File: config.mk
export PLATFORM = sky130hd
export DESIGN_NAME = uart7n_tx_arbiter
export DESIGN_NICKNAME = d
export VERILOG_FILES = /design/src/rtl/uart7n_tx_arbiter.sv
export SDC_FILE = /design/constraint.sdc
export NUM_CORES = 1
export LEC_CHECK = 0
export CORE_MARGIN = 3
export CORE_UTILIZATION = 49
export DETAILED_ROUTE_END_ITERATION = 8
export PLACE_DENSITY = 0.89
export SETUP_SLACK_MARGIN = 0.5
export SYNTH_ARGS = -nofsm -noshare
export SYNTH_HDL_FRONTEND = slang
export SYNTH_SLANG_ARGS = --single-unit
File: constraint.sdc
create_clock -name clk_i -period 2.7 [get_ports clk_i]
set_clock_uncertainty 0.1 [all_clocks]
set_input_delay 0.405 -clock clk_i [delete_from_list [all_inputs] [get_ports clk_i]]
set_output_delay 0.405 -clock clk_i [all_outputs]
set_load 0.05 [all_outputs]
File: src/rtl/uart7n_tx_arbiter.sv
// Round-robin arbiter and sequencer sharing one uart7n transmitter between
// several valid/ready character sources; a grant spans a whole message.
module uart7n_tx_arbiter #(
  parameter int unsigned p_num_req        = 4,
  parameter int unsigned p_data_w         = 7,
  parameter int unsigned p_timeout_cycles = 1_000_000
) (
  input  logic                            clk_i,
  input  logic                            rst_n_i,
  input  logic [p_num_req-1:0]            req_valid_i,
  input  logic [p_num_req*p_data_w-1:0]   req_data_i,
  input  logic [p_num_req-1:0]            req_last_i,
  output logic [p_num_req-1:0]            req_ready_o,
  output logic [p_num_req-1:0]            grant_o,
  output logic [p_data_w-1:0]             uart_tx_data_o,
  output logic                            uart_tx_start_o,
  input  logic                            uart_tx_busy_i,
  input  logic                            uart_tx_sent_i,
  output logic                            busy_o,
  output logic                            timeout_o
);

  // state  | meaning
  // IDLE   | no owner; arbitrate when any source is valid and UART is free
  // ISSUE  | owner may hand over one character (ready asserted here only)
  // WAIT   | character in flight; start pulse in the first cycle
  // HOLD   | between characters of a message; grant retained
  typedef enum logic [1:0] {S_IDLE, S_ISSUE, S_WAIT, S_HOLD} state_t;

  localparam int unsigned IdxW   = (p_num_req > 1) ? $clog2(p_num_req) : 1;
  localparam int unsigned WdW    = $clog2(p_timeout_cycles);
  localparam logic [WdW-1:0] WdLoad = WdW'(p_timeout_cycles - 1);
  localparam logic [IdxW-1:0] OwnerRst = IdxW'(p_num_req - 1);

  state_t                 state_q, state_d;
  logic [p_num_req-1:0]   grant_q, grant_d;
  logic [IdxW-1:0]        owner_q, owner_d;
  logic [IdxW-1:0]        cur_q, cur_d;
  logic [p_data_w-1:0]    data_q, data_d;
  logic                   start_q, start_d;
  logic                   last_q, last_d;
  logic [WdW-1:0]         wd_q, wd_d;
  logic                   timeout_q, timeout_d;

  logic                   sel_valid;
  logic                   sel_last;
  logic [p_data_w-1:0]    sel_data;
  logic                   win_found;
  logic [IdxW-1:0]        win_idx;
  logic [p_num_req-1:0]   win_onehot;
  logic                   wd_expired;
  logic                   handshake;

  always_comb begin
    sel_valid = |(req_valid_i & grant_q);
    sel_last  = |(req_last_i & grant_q);
    sel_data  = '0;
    for (int k = 0; k < int'(p_num_req); k++) begin
      if (grant_q[k]) sel_data = req_data_i[k*p_data_w +: p_data_w];
    end
  end

  // Search begins one past the last owner so every source gets its turn.
  always_comb begin
    win_found  = 1'b0;
    win_idx    = '0;
    win_onehot = '0;
    for (int i = 1; i <= int'(p_num_req); i++) begin
      for (int k = 0; k < int'(p_num_req); k++) begin
        if (!win_found && req_valid_i[k] &&
            ((int'(owner_q) + i) % int'(p_num_req)) == k) begin
          win_found     = 1'b1;
          win_idx       = IdxW'(k);
          win_onehot[k] = 1'b1;
        end
      end
    end
  end

  assign wd_expired = (wd_q == '0);
  assign handshake  = sel_valid && !uart_tx_busy_i;

  always_comb begin
    state_d     = state_q;
    grant_d     = grant_q;
    owner_d     = owner_q;
    cur_d       = cur_q;
    data_d      = data_q;
    start_d     = 1'b0;
    last_d      = last_q;
    wd_d        = wd_q;
    timeout_d   = 1'b0;
    req_ready_o = '0;

    case (state_q)
      S_IDLE: begin
        if (win_found && !uart_tx_busy_i) begin
          grant_d = win_onehot;
          cur_d   = win_idx;
          state_d = S_ISSUE;
        end
      end
      S_ISSUE: begin
        if (!uart_tx_busy_i) req_ready_o = req_valid_i & grant_q;
        if (handshake) begin
          data_d  = sel_data;
          last_d  = sel_last;
          start_d = 1'b1;
          wd_d    = WdLoad;
          state_d = S_WAIT;
        end else if (!sel_valid) begin
          state_d = S_HOLD;
        end
      end
      S_WAIT: begin
        if (uart_tx_sent_i) begin
          if (last_q) begin
            owner_d = cur_q;
            grant_d = '0;
            state_d = S_IDLE;
          end else begin
            wd_d    = WdLoad;
            state_d = S_HOLD;
          end
        end else if (wd_expired) begin
          timeout_d = 1'b1;
          owner_d   = cur_q;
          grant_d   = '0;
          state_d   = S_IDLE;
        end else begin
          wd_d = wd_q - 1'b1;
        end
      end
      S_HOLD: begin
        if (wd_expired) begin
          timeout_d = 1'b1;
          owner_d   = cur_q;
          grant_d   = '0;
          state_d   = S_IDLE;
        end else begin
          wd_d = wd_q - 1'b1;
          if (handshake) state_d = S_ISSUE;
        end
      end
      default: state_d = S_IDLE;
    endcase
  end

  always_ff @(posedge clk_i or negedge rst_n_i) begin
    if (!rst_n_i) begin
      state_q   <= S_IDLE;
      grant_q   <= '0;
      owner_q   <= OwnerRst;
      cur_q     <= '0;
      data_q    <= '0;
      start_q   <= 1'b0;
      last_q    <= 1'b0;
      wd_q      <= '0;
      timeout_q <= 1'b0;
    end else begin
      state_q   <= state_d;
      grant_q   <= grant_d;
      owner_q   <= owner_d;
      cur_q     <= cur_d;
      data_q    <= data_d;
      start_q   <= start_d;
      last_q    <= last_d;
      wd_q      <= wd_d;
      timeout_q <= timeout_d;
    end
  end

  assign grant_o         = grant_q;
  assign uart_tx_data_o  = data_q;
  assign uart_tx_start_o = start_q;
  assign busy_o          = (state_q != S_IDLE);
  assign timeout_o       = timeout_q;

endmodule
After elaboration in Yosys (flattened, before gate mapping)
Cells that the tools add are included. W data, S select, Z words.

Bits of input ports: 40. Word-level logic and storage cells: 193. Register bits: 40.

Add/subtract/negate cells: 5. Bitwise operators: 6. Reduce and logical (&&, ||, !) cells: 71. Equal/unequal tests: 22. Multiplexer cells: 80.

Operators with widths (number): $logic_not A32 Y1 (4); $mux W20 (4); $pmux W20 S3 (1); $mux W2 (25); $mux W1 (36); $logic_and A1 B1 Y1 (33); $mux W7 (4); $eq A3 B3 Y1 const B (8); $mux W4 (6); $logic_not A20 Y1 (1); $sub A20 B1 Y20 const B (1); $logic_not A1 Y1 (16); $ne A3 B3 Y1 const B (5); $eq A3 B2 Y1 const B (4); $pmux W4 S3 (1); $and A4 B4 Y4 (2); $pmux W2 S4 (1); $reduce_or A2 Y1 (4); $reduce_or A4 Y1 (2); $reduce_and A2 Y1 (3); $reduce_and A3 Y1 (2); $reduce_bool A3 Y1 (2); $add A2 B1 Y2 const B (2); $add A2 B2 Y2 const B (2); 9 further kinds (15).

Logic depth before layout (Yosys ltp)
Gate-level depths: netlist of the first run.

Word-level depth: 69. Depth in mapped cells: 9.

Worst setup path before layout of the first run
No wires, ideal clock.

Kind: reg-to-reg. Start point: register grant_q[3], in the netlist grant_o[3]. End point: register wd_q[18]. Slack: 251 ps. Required time: 2513 ps. Buffers on the path: 1. Cell stages (with the launch flop): 7. Arrival time: 2262 ps. Setup time: 87 ps. Period minus slack after synthesis: 2449 ps. Path through: dfrtp_1 clkbuf_1 nand2_1 a41oi_1 nor2_1 or4_1 o211ai_1.

Cells in the longest elaborated chain, start to end: 5.

Ends and longest elaborated chain: start, declared (line 36) `logic [p_num_req-1:0] grant_q, grant_d;`; start signal, assigned (line 162) `grant_q <= grant_d;`; $and A4 B4 Y4 (line 55) `sel_valid = |(req_valid_i & grant_q);`; $reduce_or A4 Y1 (line 55); $logic_and A1 B1 Y1 (line 81) `assign handshake = sel_valid && !uart_tx_busy_i;`; $ne A2 B2 Y1 (no line); $reduce_and A3 Y1 (no line); end signal, assigned (line 168) `wd_q <= wd_d;`; end, declared (line 42) `logic [WdW-1:0] wd_q, wd_d;`.

No other way between the ends. A chain may end at the register's enable or synchronous reset.

Worst setup path in the final report of the first run
Start point: register wd_q[3]. End point: register wd_q[6].

Cells in the longest elaborated chain, start to end: 4. Elaborated cells between the ends (all ways): 5.

Ends and longest elaborated chain: $sub A20 B1 Y20 or $logic_not A20 Y1 (tied branches) (line 131, 141, 80); $mux W20 * (line 125, 135); $mux W20 (line 116) `if (uart_tx_sent_i) begin`; $pmux W20 S3 * (line 95) `case (state_q)`.

Mark *: on every way between the ends. The rest lies on a longest branch, timed or not.

==> metrics.md, run 1 <==
| Metric | Value |
|---|---|
| Share of post-route cells with drive strength above 1 | 19.3% |
| Least-Margin Pin Slew | 0.883 ns |
| GR Util met2 | 37.9% |
| Setup_tns | 0 ns |
| Post-synth ARST share | 100% |
| Die H | 75.5 µm |
| CP Max Fanout | 15 |
| Post-route ant nets | 0 |
| Drt pass-1 iters | 5 |
| Post-synth EDFFs | 0 |
| Buffer and inverter count on the worst path | 1 |
| Max Slew Vio Count | 0 |
| Top Family by Delay on Critical Path | simple AND/OR/NAND/NOR gates |
| Pwr Total | 2.87 mW |
| Slew headroom | 41.2% |
| Final setup violation count | 0 |
| Ys Warns | 0 |
| Vias in the first global route | 2274 |
| Status | completed |
| Remaining DRCs | 0 |
| CP Cell Sequence | or4_4 > or4_4 > o22ai_4 > buf_12 > or3_1 > a21oi_1 |
| Die ar. | 5690 µm² |
| Mapped Cells | 270 |
| Pwr dens | 850 nW/µm² |
| M1 GR Usage | 33.1% |
| Placer Congestion | 0.831 |
| Min Clock Period, post-route | 2.34 ns |
| Global-route wire length before repair | 10.7 mm |
| Max cap viols | 0 |
| Largest net degree at the start of global routing | 41 |
| Slowest stage delay, CP | 0.57 ns |
| Syn Area/Cell | 8.75 µm² |
| Drt total wl | 6.99 mm |
| Setup repair after global routing missed its margin | true |
| CTS Buf Count | 5 |
| Post-CTS Hold Buffers | 0 |
| WP data required | 2.76 ns |
| Clock root buffer | clkbuf_8 |
| Commonest non-fill, non-tap cell in the layout | clkdlybuf4s50_1 |
| Arrival time worst endpoint | 2.40 ns |
| CTS tree | yes |
| Synthesized Nets | 311 |
| Seq cells post-synth | 40 |
| Initial DRC count | 237 |
| Crit path capture type | register |
| Critical path's slowest cell | or4_4 |
| Synth Flop Type | dfrtp_1 |
| Met3 usage | 5.28% |
| Buffers on Ports | 57 |
| Gr ovfl total | 0 |
| Worst setup path class | register to register |
| Seq/Total Area, Yosys | 42.5% |
| CTS Buffer Depth | 2 |
| N_diodes | 0 |
| Global routing's busiest layer | met2 |
| Cell variety after synth | 49 |
| Cell Area, Synth | 2360 µm² |
| Max VDD drop | 626 µV |
| Crit path top cell by count | or4_4 |
| Post-layout nets | 387 |
| Final Hold Fails | 0 |
| Clock Sinks | 40 |
| Worst-skew pair later-pin latency | 0.30 ns |
| Initial Util | 52.5% |
| Number of vias per cell | 6.37 |
| Layout area overhead | 42.9% |
| Via count of the routed design | 2543 |
| Core area | 4500 µm² |
| DR WL/cell | 17.5 µm |
| Leakage | 1.29 nW |
| I/O pin count | 58 |
| HP Class | primary input to async pin |
| H-tree lvl count | 2 |
| Rows | 24 |
| Critical Path Source Type | register |
| Tcrit/Tclk final | 86.5% |
| Most frequent cells in the layout | clkdlybuf4s50_1, dfrtp_1, nand2_1, a21oi_1, nor2_1 |
| Die Width | 75.5 µm |
| Dpl hpwl | 4.64 mm |
| Fillcell total | 299 |
| Final core occ | 75.0% |
| Max Fclk | 428 MHz |
| Worst reg-to-reg setup slack | 0.36 ns |
| GRT Total Usage | 24.2% |
| Initial antenna violation count | 0 |
| CTS clock-pin slew for the worst setup and hold paths | 0.08 ns |
[metal layers]
| metal | share of wire (%) | vias to the layer above |
|---|---|---|
| met3 | 6.2 | 15 |
| met5 | 0 | - |
| met4 | 2.3 | 0 |
| met1 | 41 | 1223 |
| met2 | 51 | 134 |
| li1 | - | 1171 |
[timing repair]
action | 4_1_cts | 5_1_grt
endpoints found under the setup margin | 27 | 30
pin swaps | 6 | 13
gates cloned | 0 | 0
gates resized for setup | 5 | 23
setup buffers | 8 | 4
hold endpoints to repair | 0 | 0
[cell families after synthesis]
group | synth area share [%]
AND/OR/NAND/NOR | 27.3
AO/OA/AOI/OAI | 23.8
flip-flops | 42.5
buffers and inverters | 3.02
multiplexers | 1.80
XOR/XNOR | 1.11
adder cells (fa/ha/maj) | 0.529
[flip-flops by register name (all words and copies together), names as in the netlist]
register / count
wd_q: 20
owner_q: 2
last_q: 1
cur_q: 2
grant_o: 4
timeout_o: 1
state_q: 2
uart_tx_start_o: 1
uart_tx_data_o: 7
[synthesized netlist by cell type (5+ instances only)]
master	count	area (µm²)
a31oi_1	5	31.3
nand2_1	29	109
a21oi_1	26	130
or4_1	6	45.0
nor2b_1	8	50.1
clkbuf_1	9	33.8
dfrtp_1	38	951
nand3_1	7	35.0
nand2b_1	8	50.1
nor2_1	28	105
nor3_1	12	60.1
or3_1	7	43.8
a221oi_1	7	61.3
o21ai_1	14	70.1
[layout make-up]
| type | instances | area [µm²] | share of cell area (%) |
|---|---|---|---|
| clock buffers | 8 | 90.1 | 2.67 |
| repair buffers | 80 | 793 | 23.5 |
| multi-input cells | 215 | 1410 | 41.6 |
| well taps | 52 | 65.1 | 1.93 |
| inverters | 4 | 15.0 | 0.445 |
| flip-flops and latches | 40 | 1010 | 29.9 |
[through the flow]
stage | area, µm² | instances | worst slack (ns) | hold WS (ns)
2_1_floorplan | 2380 | 270 | 0.374 | 0.00941
3_3_place_gp | 3080 | 379 | 0.259 | 0.396
3_5_place_dp | 3080 | 379 | 0.223 | 0.402
4_1_cts | 3240 | 395 | 0.380 | 0.158
5_1_grt | 3380 | 399 | 0.285 | 0.198
6_report | 3380 | 399 | 0.363 | 0.130
[path summary, 6_finish.rpt]
kind                                       from                     end  depth (start not counted)
setup / recovery            wd_q[3]$_DFFE_PN0P_     wd_q[6]$_DFFE_PN0P_                          6
hold / removal                          rst_n_i     wd_q[6]$_DFFE_PN0P_                          1
setup reg to reg            wd_q[3]$_DFFE_PN0P_     wd_q[6]$_DFFE_PN0P_                          6
hold reg to reg            cur_q[1]$_DFFE_PN0P_  owner_q[1]$_DFFE_PN1P_                          1
max in group asynchronous               rst_n_i  grant_o[3]$_DFFE_PN0P_                          1
min in group clk_i         cur_q[1]$_DFFE_PN0P_  owner_q[1]$_DFFE_PN1P_                          1
[report_power, final]
| group | switching (mW) | internal, mW | leakage, nW |
|---|---|---|---|
| clock | 0.209 | 0.209 | 0.0455 |
| combinational | 0.904 | 0.610 | 0.778 |
| sequential | 0.173 | 0.766 | 0.466 |
| total | 1.29 | 1.59 | 1.29 |
No activity file was read; power rests on OpenSTA's default activity.
==> run 2, diff against run 1 <==
CELL_PAD_IN_SITES_DETAIL_PLACEMENT = 0   (was default)
CELL_PAD_IN_SITES_GLOBAL_PLACEMENT = 1   (was default)
CORE_UTILIZATION = 37   (was 49)
PLACE_DENSITY = 0.91   (was 0.89)
==> run 2 against run 1 <==
Effect of this change:
- worst setup slack better by 0.026 ns
- combinational power down 6%
- utilization down 19 points
- critical path type unchanged
- sequential power about the same
- critical endpoint is now wd_q[15]$_DFFE_PN0P_
- sequential share of layout area down 0.16 points
- fmax up 1.1%
- largest power group unchanged
- critical path depth unchanged
- global-route usage down 5.8 points
- hold slack better by 0.0082 ns
- cell count up 5.8%
==> metrics.md, run 2 (same netlist as run 1, synthesis figures left out) <==
| Metric | Value |
|---|---|
| Rows | 28 (was 24) |
| Drt total wl | 6.66 mm (was 6.99 mm) |
| I/O pin count | 58 (unchanged) |
| Max cap viols | 0 (unchanged) |
| Max Slew Vio Count | 0 (unchanged) |
| Critical Path Source Type | register (unchanged) |
| Placed cells | 402 (was 379) |
| Clock root buffer | clkbuf_8 (unchanged) |
| Buffers on Ports | 57 (unchanged) |
| Reg2reg path depth | 6 (unchanged) |
| Drt pass-1 iters | 4 (was 5) |
| Worst-skew pair later-pin latency | 0.30 ns (about the same) |
| Status | completed (unchanged) |
| Global-route wire length before repair | 11.1 mm (was 10.7 mm) |
| Pwr dens | 827 nW/µm² (was 850 nW/µm²) |
| H-tree lvl count | 2 (unchanged) |
| Commonest non-fill, non-tap cell in the layout | clkdlybuf4s50_1 (unchanged) |
| Min Clock Period, post-route | 2.31 ns (was 2.34 ns) |
| R2r startpoint | wd_q[11]$_DFFE_PN0P_ (was wd_q[3]$_DFFE_PN0P_) |
| CTS Buffer Depth | 2 (unchanged) |
| Critical path's slowest cell | or4_4 (unchanged) |
| Most frequent cells in the layout | clkdlybuf4s50_1, dfrtp_1, nand2_1, nor2_1, a21oi_1 (was clkdlybuf4s50_1, dfrtp_1, nand2_1, a21oi_1, nor2_1) |
| Gr ovfl total | 0 (unchanged) |
| Vias in the first global route | 2327 (was 2274) |
| Post-layout nets | 388 (was 387) |
| Final core occ | 55.9% (was 75.0%) |
| Layout area overhead | 43.5% (was 42.9%) |
| Setup_tns | 0 ns (unchanged) |
| Number of vias per cell | 5.57 (was 6.37) |
| Arrival time worst endpoint | 2.37 ns (was 2.40 ns) |
| Largest net degree at the start of global routing | 41 (unchanged) |
| Remaining DRCs | 0 (unchanged) |
| Crit path capture type | register (unchanged) |
| HP Class | primary input to async pin (unchanged) |
| Post-DP Area | 3110 µm² (was 3080 µm²) |
| Least-Margin Pin Slew | 0.916 ns (was 0.883 ns) |
| GRT Total Usage | 18.4% (was 24.2%) |
| Crit path launch | wd_q[11]$_DFFE_PN0P_ (was wd_q[3]$_DFFE_PN0P_) |
| Max FFs per register | 20 (unchanged) |
| N_diodes | 0 (unchanged) |
| Slowest stage delay, CP | 0.59 ns (was 0.57 ns) |
| DR WL/cell | 15.8 µm (was 17.5 µm) |
| Core area | 6060 µm² (was 4500 µm²) |
| Tcrit/Tclk final | 85.6% (was 86.5%) |
| Setup repair after global routing missed its margin | true (unchanged) |
| Max Fclk | 433 MHz (was 428 MHz) |
| Worst reg-to-reg setup slack | 0.39 ns (was 0.36 ns) |
| Via count of the routed design | 2352 (was 2543) |
| Initial DRC count | 104 (was 237) |
| Fillcell total | 563 (was 299) |
| Reg2Reg Capture Point | wd_q[15]$_DFFE_PN0P_ (was wd_q[6]$_DFFE_PN0P_) |
| Finished Cell Area | 3390 µm² (was 3380 µm²) |
| Post-Layout Cell Count | 422 (was 399) |
| Die Width | 85.9 µm (was 75.5 µm) |
| WP data required | 2.76 ns (about the same) |
| Clock Sinks | 40 (unchanged) |
| CP Capture Point | wd_q[15]$_DFFE_PN0P_ (was wd_q[6]$_DFFE_PN0P_) |
| Post-CTS Hold Buffers | 0 (unchanged) |
| Dpl hpwl | 4.63 mm (was 4.64 mm) |
| Leakage | 1.31 nW (was 1.29 nW) |
| Final setup violation count | 0 (unchanged) |
| Die ar. | 7380 µm² (was 5690 µm²) |
| Die H | 85.9 µm (was 75.5 µm) |
| CP Max Fanout | 15 (unchanged) |
| Initial antenna violation count | 0 (unchanged) |
| CP Cell Sequence | or4_4 > or4_4 > o22ai_4 > buf_12 > or3_1 > a21oi_1 (unchanged) |
| CTS Buf Count | 5 (unchanged) |
| Initial Util | 39.0% (was 52.5%) |
| CTS tree | yes (unchanged) |
| Post-route ant nets | 0 (unchanged) |
| Final Hold Fails | 0 (unchanged) |
| Worst setup path class | register to register (unchanged) |
| Largest register by flop count | wd_q (unchanged) |
| Crit path top cell by count | or4_4 (unchanged) |
| CTS clock-pin slew for the worst setup and hold paths | 0.08 ns (about the same) |
| Slew headroom | 38.9% (was 41.2%) |
| Max VDD drop | 499 µV (was 626 µV) |
| Share of post-route cells with drive strength above 1 | 18.7% (was 19.3%) |
| Placer Congestion | 0.840 (was 0.831) |
-- run 2: cell count changes in the layout (fill, tap and decap cells not counted), sizes merged --
cell / change
buf: +1
dlygate4sd2: +1
dlymetal6s2s: -1
clkbuf: -1
-- run 2: worst min-delay path by stage --
stage	from	end	slack (ns)	cells past startpoint
after floorplan	rst_n_i	cur_q[0]$_DFFE_PN0P_	0.009	0
after global placement	cur_q[1]$_DFFE_PN0P_	owner_q[1]$_DFFE_PN1P_	0.40	1
after detailed placement	cur_q[1]$_DFFE_PN0P_	owner_q[1]$_DFFE_PN1P_	0.41	1
after CTS	rst_n_i	wd_q[11]$_DFFE_PN0P_	0.19	1
after global routing	rst_n_i	wd_q[11]$_DFFE_PN0P_	0.22	1
final	rst_n_i	wd_q[11]$_DFFE_PN0P_	0.14	1
-- run 2: stage by stage --
stage	total power [mW]	worst slack, ns	hold slack [ns]
2_1_floorplan	1.84	0.374	0.00941
3_3_place_gp	2.25	0.228	0.398
3_5_place_dp	2.28	0.175	0.406
4_1_cts	2.75	0.406	0.187
5_1_grt	3.01	0.294	0.223
6_report	2.80	0.389	0.138
-- run 2: area by class of cell --
type | instances | area [µm²] | share of cell area, %
multi-input cells | 215 | 1380 | 40.6
inverters | 4 | 15.0 | 0.443
repair buffers | 81 | 801 | 23.6
clock buffers | 7 | 96.3 | 2.84
flip-flops and latches | 40 | 1010 | 29.7
well taps | 75 | 93.8 | 2.77
-- run 2: critical path: cells and delay by family, from the launching register on --
kind | cells | cell delay (ns)
AND/OR/NAND/NOR | 3 | 1.24
flip-flops | 1 | 0.40
AO/OA/AOI/OAI | 2 | 0.27
buffers and inverters | 1 | 0.16
-- run 2: power breakdown --
part | internal [mW] | switching (mW) | total [mW]
Combinational | 0.578 | 0.841 | 1.42
Sequential | 0.765 | 0.178 | 0.943
Clock | 0.228 | 0.215 | 0.443
-- run 2: metal layers --
metal | vias up | share of wire, % | track usage, %
li1 | 1174 | - | -
met1 | 1128 | 45 | 24.7
met2 | 41 | 51 | 30.6
met3 | 9 | 2.2 | 2.69
met4 | 0 | 1.6 | 5.32
met5 | - | 0 | 0
-- run 2: what timing repair did --
| action | in CTS | in global routing |
|---|---|---|
| pin swaps | 6 | 12 |
| cloned | 0 | 0 |
| endpoints found under the setup margin | 29 | 30 |
| resized for setup | 6 | 19 |
| buffers inserted | 10 | 3 |
==> run 3, diff against run 2 <==
CORE_MARGIN = 2   (was 3)
CORE_UTILIZATION = 35   (was 37)
PLACE_DENSITY = 0.87   (was 0.91)
clock period = 2.9 ns   (was 2.7 ns; I/O delays follow)
==> run 3 against run 2 <==
Effect of this change:
- design area down 1.5%
- sequential power is 4.5% lower
- utilization shrank 3.9 points
- fmax decreased by 2.7%
- via count shrank 0.13%
- critical path depth stayed put
- sequential share of layout area grew 0.49 points
- total power decreased by 6.9%
- sequential cell count stayed put
- register-to-register slack improved by 0.14 ns
- largest power group unchanged
==> metrics.md, run 3 (same netlist as run 1, synthesis figures left out) <==
| Metric | Value |
|---|---|
| Worst setup path class | register to register (unchanged) |
| Post-layout nets | 378 (was 388) |
| Crit path capture type | register (unchanged) |
| Via count of the routed design | 2349 (was 2352) |
| Critical Path Source Type | register (unchanged) |
| Tcrit/Tclk final | 81.9% (was 85.6%) |
| Status | completed (unchanged) |
| Leakage | 1.27 nW (was 1.31 nW) |
| CTS Buffer Depth | 2 (unchanged) |
| Arrival time worst endpoint | 2.49 ns (was 2.37 ns) |
| Layout area overhead | 41.3% (was 43.5%) |
| HP Class | primary input to async pin (unchanged) |
| Initial DRC count | 154 (was 104) |
| R2r startpoint | wd_q[9]$_DFFE_PN0P_ (was wd_q[11]$_DFFE_PN0P_) |
| Most frequent cells in the layout | clkdlybuf4s50_1, dfrtp_1, nand2_1, nor2_1, a21oi_1 (unchanged) |
| Max VDD drop | 521 µV (was 499 µV) |
| Rows | 29 (was 28) |
| Drt pass-1 iters | 4 (unchanged) |
| CP Max Fanout | 7 (was 15) |
| Number of vias per cell | 5.66 (was 5.57) |
| Placer Congestion | 0.784 (was 0.840) |
| Final core occ | 52.0% (was 55.9%) |
| Max FFs per register | 20 (unchanged) |
| Largest register by flop count | wd_q (unchanged) |
| H-tree lvl count | 2 (unchanged) |
| Worst-skew pair later-pin latency | 0.29 ns (was 0.30 ns) |
| Core area | 6420 µm² (was 6060 µm²) |
| GRT Total Usage | 16.7% (was 18.4%) |
| Max Slew Vio Count | 0 (unchanged) |
| N_diodes | 0 (unchanged) |
| Initial antenna violation count | 0 (unchanged) |
| Die Width | 86.2 µm (was 85.9 µm) |
| Die ar. | 7430 µm² (was 7380 µm²) |
| Initial Util | 36.8% (was 39.0%) |
| CTS tree | yes (unchanged) |
| WP data required | 3.02 ns (was 2.76 ns) |
| Share of post-route cells with drive strength above 1 | 17.2% (was 18.7%) |
| Worst reg-to-reg setup slack | 0.52 ns (was 0.39 ns) |
| I/O pin count | 58 (unchanged) |
| Reg2Reg Capture Point | wd_q[6]$_DFFE_PN0P_ (was wd_q[15]$_DFFE_PN0P_) |
| Setup repair after global routing missed its margin | true (unchanged) |
| DR WL/cell | 15.5 µm (was 15.8 µm) |
| Remaining DRCs | 0 (unchanged) |
| Pwr dens | 782 nW/µm² (was 827 nW/µm²) |
| Clock root buffer | clkbuf_8 (unchanged) |
| Commonest non-fill, non-tap cell in the layout | clkdlybuf4s50_1 (unchanged) |
| Slew headroom | 40.7% (was 38.9%) |
| Gr ovfl total | 0 (unchanged) |
| Max Fclk | 421 MHz (was 433 MHz) |
| Largest net degree at the start of global routing | 41 (unchanged) |
| Final Hold Fails | 0 (unchanged) |
| Buffers on Ports | 57 (unchanged) |
| Least-Margin Pin Slew | 0.889 ns (was 0.916 ns) |
| Die H | 86.2 µm (was 85.9 µm) |
| Drt total wl | 6.44 mm (was 6.66 mm) |
| Max cap viols | 0 (unchanged) |
| CTS Buf Count | 5 (unchanged) |
| Clock Sinks | 40 (unchanged) |
| Vias in the first global route | 2110 (was 2327) |
| Min Clock Period, post-route | 2.38 ns (was 2.31 ns) |
| Dpl hpwl | 4.50 mm (was 4.63 mm) |
| Setup_tns | 0 ns (unchanged) |
| Final setup violation count | 0 (unchanged) |
| CTS clock-pin slew for the worst setup and hold paths | 0.08 ns (about the same) |
| Global-route wire length before repair | 9.94 mm (was 11.1 mm) |
| Reg2reg path depth | 6 (unchanged) |
| Post-route ant nets | 0 (unchanged) |
## run 3: changes by cell type in the layout (fill, tap and decap cells not counted), sizes merged
| cell | delta |
|---|---|
| buf | -11 |
| bufinv | +1 |
| clkdlybuf4s50 | -1 |
| clkinv | +1 |
| dlygate4sd2 | -2 |
| dlymetal6s2s | +3 |
## run 3: how the worst max path moves through the flow
| stage | from | end | slack, ns |
|---|---|---|---|
| 3_3_place_gp | req_valid_i[3] | wd_q[18]$_DFFE_PN0P_ | 0.37 |
| 6_report | wd_q[9]$_DFFE_PN0P_ | wd_q[6]$_DFFE_PN0P_ | 0.52 |
| 5_1_grt | wd_q[3]$_DFFE_PN0P_ | wd_q[18]$_DFFE_PN0P_ | 0.41 |
| 3_5_place_dp | req_valid_i[3] | wd_q[18]$_DFFE_PN0P_ | 0.34 |
| 2_1_floorplan | wd_q[8]$_DFFE_PN0P_ | state_q[1]$_DFFE_PN0P_ | 0.53 |
| 4_1_cts | uart_tx_busy_i | req_ready_o[0] | 0.48 |
## run 3: metal layers
metal	GRT usage [%]	vias to the layer above	routed length, µm
li1	-	1160	-
met1	24.2	1118	2950
met2	24.9	58	3120
met3	2.95	13	229
met4	6.25	0	141
met5	0	-	0
## run 3: area by class of cell
type,count,area (µm²)
fillers,599,3080
well taps,77,96.3
repair buffers,71,746
multi-input cells,215,1370
inverters,4,15.0
flip-flops and latches,40,1010
clock buffers,6,72.6
clock inverters,2,35.0
## run 3: stage by stage
step / std cells / total power, mW / hold WS [ns] / cell area, µm² / setup WS [ns]
floorplan: 270 / 1.70 / 0.0394 / 2360 / 0.528
global placement: 398 / 2.06 / 0.373 / 3050 / 0.370
detailed placement: 398 / 2.07 / 0.384 / 3050 / 0.336
CTS: 409 / 2.56 / 0.192 / 3190 / 0.476
global route: 415 / 2.79 / 0.243 / 3340 / 0.414
finish: 415 / 2.61 / 0.160 / 3340 / 0.525
## run 3: where the power goes
part,leakage [nW],switching (mW),internal [mW]
Sequential,0.465,0.190,0.711
Clock,0.0552,0.193,0.255
Combinational,0.749,0.741,0.521
Total,1.27,1.12,1.49
## run 3: critical path, cell delays in order, from the launching register on
cell and delay, ns:
dfrtp_2 0.42, or4_4 0.54, or4_4 0.59, o22ai_4 0.24
clkbuf_16 0.20, o21ai_2 0.05, a21oi_1 0.15
## run 3: repair_timing
action / CTS / global route
setup endpoints to repair: 21 / 23
pin swaps: 4 / 12
buffers inserted: 3 / 5
gates cloned: 0 / 1
hold buffers: 0 / 0
resized for setup: 4 / 24
endpoints found under the hold margin: 0 / 0
